--- src/rtl/collect_2x1_dst_tag_seq_if.sv ---
// Bus bundle for the 2:1 tagged collector. Handshake: a word moves on a port only in a cycle
// where valid and ready are both high at the rising edge; valid never waits on ready.
interface collect_2x1_dst_tag_seq_if #(
    parameter int DATA_WIDTH            = 32,
    parameter int DESTINATION_TAG_WIDTH = 1,
    parameter int IN_COMMAND_WIDTH      = 1
);
    localparam int OUT_COMMAND_WIDTH = IN_COMMAND_WIDTH + DESTINATION_TAG_WIDTH;

    logic                          i_en;
    logic [1:0]                    i_valid;
    logic [2*DATA_WIDTH-1:0]       i_data_bus;
    logic [2*IN_COMMAND_WIDTH-1:0] i_cmd;
    logic [1:0]                    o_ready;
    logic                          o_valid;
    logic [DATA_WIDTH-1:0]         o_data_bus;
    logic [OUT_COMMAND_WIDTH-1:0]  o_cmd;
    logic                          i_ready;

    modport slave (
        input  i_en, i_valid, i_data_bus, i_cmd, i_ready,
        output o_ready, o_valid, o_data_bus, o_cmd
    );

    modport master (
        output i_en, i_valid, i_data_bus, i_cmd, i_ready,
        input  o_ready, o_valid, o_data_bus, o_cmd
    );
endinterface

--- src/rtl/collect_2x1_dst_tag_seq.sv ---
// Two-input round-robin collector into a 2-entry FIFO; each word is tagged with the input it came
// from (tag 1 = input 1) in the MSBs of the output command.
module collect_2x1_dst_tag_seq #(
    parameter int DATA_WIDTH            = 32,
    parameter int DESTINATION_TAG_WIDTH = 1,
    parameter int IN_COMMAND_WIDTH      = 1
) (
    input logic clk,
    input logic rst_n,
    collect_2x1_dst_tag_seq_if.slave bus
);
    localparam int OUT_COMMAND_WIDTH = IN_COMMAND_WIDTH + DESTINATION_TAG_WIDTH;

    logic [DATA_WIDTH-1:0]        mem_data [2];
    logic [OUT_COMMAND_WIDTH-1:0] mem_cmd  [2];
    logic [1:0]                   count;
    logic                         rd_ptr;
    logic                         wr_ptr;
    logic                         rr_ptr;

    logic                         winner;
    logic                         any_valid;
    logic                         pop;
    logic                         acc;
    logic                         push;
    logic [1:0]                   grant;
    logic [DATA_WIDTH-1:0]        win_data;
    logic [IN_COMMAND_WIDTH-1:0]  win_cmd;

    assign any_valid = |bus.i_valid;
    assign pop       = bus.o_valid && bus.i_ready;
    // rst_n gating keeps o_ready low for the whole reset, not just after the first edge
    assign acc       = rst_n && bus.i_en && ((count != 2'd2) || pop);
    assign push      = acc && any_valid;

    always_comb begin
        winner = 1'b0;
        grant  = 2'b00;
        if (bus.i_valid == 2'b11) begin
            winner = rr_ptr;
        end else begin
            winner = bus.i_valid[1];
        end
        if (any_valid) begin
            grant[winner] = 1'b1;
        end
    end

    assign bus.o_ready = acc ? grant : 2'b00;

    always_comb begin
        win_data = bus.i_data_bus[DATA_WIDTH-1:0];
        win_cmd  = bus.i_cmd[IN_COMMAND_WIDTH-1:0];
        if (winner) begin
            win_data = bus.i_data_bus[2*DATA_WIDTH-1:DATA_WIDTH];
            win_cmd  = bus.i_cmd[2*IN_COMMAND_WIDTH-1:IN_COMMAND_WIDTH];
        end
    end

    // Storage is not reset; count and pointers alone decide what is live.
    always_ff @(posedge clk) begin
        if (push) begin
            mem_data[wr_ptr] <= win_data;
            mem_cmd[wr_ptr]  <= {DESTINATION_TAG_WIDTH'(winner), win_cmd};
        end
    end

    always_ff @(posedge clk or negedge rst_n) begin
        if (!rst_n) begin
            count  <= 2'd0;
            rd_ptr <= 1'b0;
            wr_ptr <= 1'b0;
            rr_ptr <= 1'b1;
        end else begin
            if (push) begin
                wr_ptr <= ~wr_ptr;
                rr_ptr <= ~winner;
            end
            if (pop) begin
                rd_ptr <= ~rd_ptr;
            end
            case ({push, pop})
                2'b10:   count <= count + 2'd1;
                2'b01:   count <= count - 2'd1;
                default: count <= count;
            endcase
        end
    end

    assign bus.o_valid    = (count != 2'd0);
    assign bus.o_data_bus = bus.o_valid ? mem_data[rd_ptr] : '0;
    assign bus.o_cmd      = bus.o_valid ? mem_cmd[rd_ptr]  : '0;
endmodule

--- src/flat_wrapper.sv ---
// flat-port wrapper written by rule: the top's interface ports become plain ports
module collect_2x1_dst_tag_seq_flat 
#(
    parameter int DATA_WIDTH            = 32,
    parameter int DESTINATION_TAG_WIDTH = 1,
    parameter int IN_COMMAND_WIDTH      = 1
)
  (clk, rst_n, bus_i_en, bus_i_valid, bus_i_data_bus, bus_i_cmd, bus_i_ready, bus_o_ready, bus_o_valid, bus_o_data_bus, bus_o_cmd);
  collect_2x1_dst_tag_seq_if #(.DATA_WIDTH(DATA_WIDTH), .DESTINATION_TAG_WIDTH(DESTINATION_TAG_WIDTH), .IN_COMMAND_WIDTH(IN_COMMAND_WIDTH)) bus_i ();
  input logic clk;
  input logic rst_n;
  input wire logic [$bits(bus_i.i_en)-1:0] bus_i_en;
  input wire logic [$bits(bus_i.i_valid)-1:0] bus_i_valid;
  input wire logic [$bits(bus_i.i_data_bus)-1:0] bus_i_data_bus;
  input wire logic [$bits(bus_i.i_cmd)-1:0] bus_i_cmd;
  input wire logic [$bits(bus_i.i_ready)-1:0] bus_i_ready;
  output wire logic [$bits(bus_i.o_ready)-1:0] bus_o_ready;
  output wire logic [$bits(bus_i.o_valid)-1:0] bus_o_valid;
  output wire logic [$bits(bus_i.o_data_bus)-1:0] bus_o_data_bus;
  output wire logic [$bits(bus_i.o_cmd)-1:0] bus_o_cmd;
  assign bus_i.i_en = bus_i_en;
  assign bus_i.i_valid = bus_i_valid;
  assign bus_i.i_data_bus = bus_i_data_bus;
  assign bus_i.i_cmd = bus_i_cmd;
  assign bus_i.i_ready = bus_i_ready;
  assign bus_o_ready = bus_i.o_ready;
  assign bus_o_valid = bus_i.o_valid;
  assign bus_o_data_bus = bus_i.o_data_bus;
  assign bus_o_cmd = bus_i.o_cmd;
  collect_2x1_dst_tag_seq #(.DATA_WIDTH(DATA_WIDTH), .DESTINATION_TAG_WIDTH(DESTINATION_TAG_WIDTH), .IN_COMMAND_WIDTH(IN_COMMAND_WIDTH)) u_core (.clk(clk), .rst_n(rst_n), .bus(bus_i));
endmodule
--- config.mk ---
export PLATFORM = sky130hd
export DESIGN_NAME = collect_2x1_dst_tag_seq_flat
export DESIGN_NICKNAME = d
export VERILOG_FILES = /design/src/rtl/collect_2x1_dst_tag_seq_if.sv /design/src/rtl/collect_2x1_dst_tag_seq.sv /design/src/flat_wrapper.sv
export SDC_FILE = /design/constraint.sdc
export NUM_CORES = 1
export LEC_CHECK = 0
export ABC_AREA = 1
export CORE_MARGIN = 2
export CORE_UTILIZATION = 49
export CTS_CLUSTER_DIAMETER = 80
export DETAILED_ROUTE_END_ITERATION = 10
export GPL_TIMING_DRIVEN = 0
export PLACE_DENSITY = 0.95
export REMOVE_ABC_BUFFERS = 1
export SETUP_SLACK_MARGIN = 0.2
export SLEW_MARGIN = 0
export SYNTH_ARGS = -nofsm -noshare
export SYNTH_HDL_FRONTEND = slang
export SYNTH_SLANG_ARGS = --single-unit
--- constraint.sdc ---
create_clock -name clk -period 4.46 [get_ports clk]
set_input_delay 0.669 -clock clk [delete_from_list [all_inputs] [get_ports clk]]
set_output_delay 0.669 -clock clk [all_outputs]
set_load 0.01 [all_outputs]
==> results.sh <==
export IMPL_status="complete, no violations"
export IMPL_ys_warn_count=0
export IMPL_ys_seq_elements=73
export IMPL_ant_nets=0
export IMPL_tightestPinTransition_ns=1.25
export IMPL_num_vias=2624
export IMPL_htreeDepth=3
export IMPL_grt_pass1_vias=2911
export IMPL_vias_per_cell=5.10
export IMPL_critical_path_cell_chain="clkinv_2 -> nand2_1 -> a21oi_1 -> clkdlybuf4s50_1"
export IMPL_layout_drive_gt1_share=0.0502
export IMPL_required_ns=3.79
export IMPL_timing_rr_start="u_core.rr_ptr"
export IMPL_die_x_um=85.6
export IMPL_ys_seq_area_frac=0.664
export IMPL_start_util=0.511
export IMPL_cts_sinks=73
export IMPL_ios=109
export IMPL_crit_start="u_core.rd_ptr"
export IMPL_rrSetupSlack_ns=2.17
export IMPL_cpPeakStageDelay_ns=1.17
export IMPL_grtUsageTotal=0.223
export IMPL_setup_viol=0
export IMPL_post_cts_setup_buffers=0
export IMPL_drc=0
export IMPL_seqCellArea_um2=2170
export IMPL_clockBufferDepth=2
export IMPL_postSynthCellCount=329
export IMPL_firstDrtPassIters=5
export IMPL_overflow=0
export IMPL_vdd_ir_drop_worst_mv=0.406
export IMPL_pwr_density_cell_nw_per_um2=514
export IMPL_synth_area_um2=3270
export IMPL_cts_buffers=9
export IMPL_fp_row_count=29
export IMPL_crit_type="register to primary output"
export IMPL_arrival_ns=3.18
export IMPL_clock_skew_ns=0.00905
export IMPL_ys_types=20
export IMPL_crit_path_top_delay_cell="dfrtp_1"
export IMPL_cp_num_buf_inv=2
export IMPL_cts_root_buf="clkbuf_8"
export IMPL_totalWireLength_um=7930
export IMPL_hold_path_class="register to register"
export IMPL_antenna_found_initial=0
export IMPL_area_delta_synth_final_pct=39.3
export IMPL_cts_tree="built"
export IMPL_cts_hold_buf=0
export IMPL_dp_hpwl_um=5290
export IMPL_core_area_um2=6390
export IMPL_fin_tns_setup_ns=0
export IMPL_gp_congestion=0.806
export IMPL_die_h_um=85.6
export IMPL_grt_pass1_wl_um=12600
export IMPL_portBuffers=108
export IMPL_endpoint="bus_o_data_bus[9]"
export IMPL_multi_input_area_um2=955
export IMPL_clock_latency_ns=0.34
export IMPL_finalHoldViolCount=0
export IMPL_grt_max_degree=37
export IMPL_die_area_um2=7330
export IMPL_fin_nets=507
export IMPL_crit_family="buffers and inverters"
export IMPL_avgSynthCellArea_um2=9.93
export IMPL_r2r_end="u_core.mem_data[1][18]"
export IMPL_avgRoutedWirePerCell_um=15.4
export IMPL_period_needed_ns=3.85
export IMPL_r2r_cells=4
export IMPL_drv_slew=0
export IMPL_whs_path_depth=2
export IMPL_endpoint_kind="primary output"
export IMPL_cp_num_cells=4
export IMPL_fillers=455
export IMPL_n_antenna_cell=0
export IMPL_clk_pin_slew_ns=0.08
export IMPL_fin_crit_sh=0.863
export IMPL_cp_start_kind="register"
export IMPL_drt_initial_drc_count=105
export IMPL_fmax_ghz=0.260
export IMPL_leakagePower_nw=1.82
export IMPL_max_cap_violations=0
export IMPL_finalPower_w=0.00234
export IMPL_grt_setup_unrepaired="false"
export IMPL_crit_path_max_fanout=36
export IMPL_slew_headroom=0.165
[layout make-up]
| cell class | instances | share of cell area |
|---|---|---|
| inverter | 13 | 0.0110 |
| tap | 77 | 0.0212 |
| sequential | 73 | 0.477 |
| timing repair buffer | 110 | 0.248 |
| clock buffer | 10 | 0.0281 |
| multi-input combinational | 227 | 0.210 |
| clock inverter | 5 | 0.00523 |
[worst register-to-register path, delay by kind of cell, from the launching register on]
family                 cells  cell delay [ns]
AOI/OAI and AO/OA          1             0.78
DFF                        1             0.40
buffers and inverters      1             0.55
and+or+nand+nor            2             0.29
[flip-flops by register name, summed over array words and instances, names as in the netlist]
name,cells
u_core.mem_cmd,4
u_core.rr_ptr,1
u_core.wr_ptr,1
u_core.rd_ptr,1
u_core.mem_data,64
u_core.count,2
[report_power, final]
| group | total [W] | switching (W) | leakage (nW) | internal, W |
|---|---|---|---|---|
| clock | 0.000421 | 0.000228 | 0.0831 | 0.000193 |
| sequential | 0.000941 | 0.0000901 | 0.681 | 0.000851 |
| combinational | 0.000979 | 0.000497 | 1.06 | 0.000481 |
| total | 0.00234 | 0.000815 | 1.82 | 0.00153 |
[cells by family (layout without fill, tap and decap cells)]
family                     count (synthesis)  in the layout  share of synthesized area
xor gates and xnor gates                   2              2                    0.00536
and+or+nand+nor                          188            188                      0.221
DFF                                       73             73                      0.664
AOI/OAI and AO/OA                         36             36                     0.0586
adders and majority gates                  1              1                    0.00383
buffers and inverters                     29            138                     0.0475
[routing by layer]
layer,GRT usage,share of wire,up-vias,routed length [um]
li1,-,-,1289,-
met1,0.215,0.37,1224,2960
met2,0.430,0.56,99,4410
met3,0.0616,0.056,12,442
met4,0.107,0.015,0,117
met5,0,0,-,0
[per-stage QoR]
stage	hold WS [ns]	instance area (um2)	util	std cells	setup WS, ns
4_1_cts	0.506	4530	0.709	514	0.570
3_5_place_dp	0.494	4380	0.685	499	0.454
2_1_floorplan	0.373	3160	-	313	1.61
5_1_grt	0.540	4550	0.712	515	0.308
6_report	0.506	4550	0.712	515	0.612
3_3_place_gp	0.454	4340	0.679	498	0.221
[timing repair]
| action | in CTS | in global routing |
|---|---|---|
| resized for setup | 1 | 0 |
| endpoints found under the setup margin | 34 | 0 |
| hold endpoints to repair | 0 | 0 |
[cell usage after synthesis]
library cell    n  share of area
a21oi_1        35          0.054
buf_2          10          0.015
buf_4           3         0.0069
buf_6           3          0.010
clkinv_1        1         0.0011
dfrtp_1         4          0.031
dfstp_2         1         0.0080
edfxtp_1       68           0.63
ha_1            1         0.0038
inv_1          11          0.013
inv_2           1         0.0011
nand2_1       177           0.20
nand3_1         4         0.0061
nand4_1         2         0.0038
nor2_1          3         0.0034
nor2_2          1         0.0019
o21ai_4         1         0.0050
or2_2           1         0.0019
xnor2_1         1         0.0027
xor2_1          1         0.0027
[worst min path at each step]
stage,start,to,slack [ns]
final,u_core.rr_ptr,u_core.rr_ptr,0.51
after global routing,u_core.wr_ptr,u_core.wr_ptr,0.54
after CTS,u_core.rr_ptr,u_core.rr_ptr,0.51
after detailed placement,u_core.rr_ptr,u_core.rr_ptr,0.49
after global placement,u_core.wr_ptr,u_core.wr_ptr,0.45
after floorplan,rst_n,u_core.count[0],0.37
[cell usage in the layout (no fill, tap or decap), drive strengths merged]
| master | count |
|---|---|
| edfxtp | 68 |
| buf | 2 |
| clkdlybuf4s50 | 108 |
| a21oi | 35 |
| xor2 | 1 |
| nand3 | 4 |
| clkinv | 7 |
| inv | 11 |
| nor2 | 4 |
| o21ai | 1 |
| dfrtp | 4 |
| ha | 1 |
| clkbuf | 10 |
| nand2 | 177 |
| or2 | 1 |
| dfstp | 1 |
| xnor2 | 1 |
| nand4 | 2 |
No activity file was read; power rests on OpenSTA's default activity.
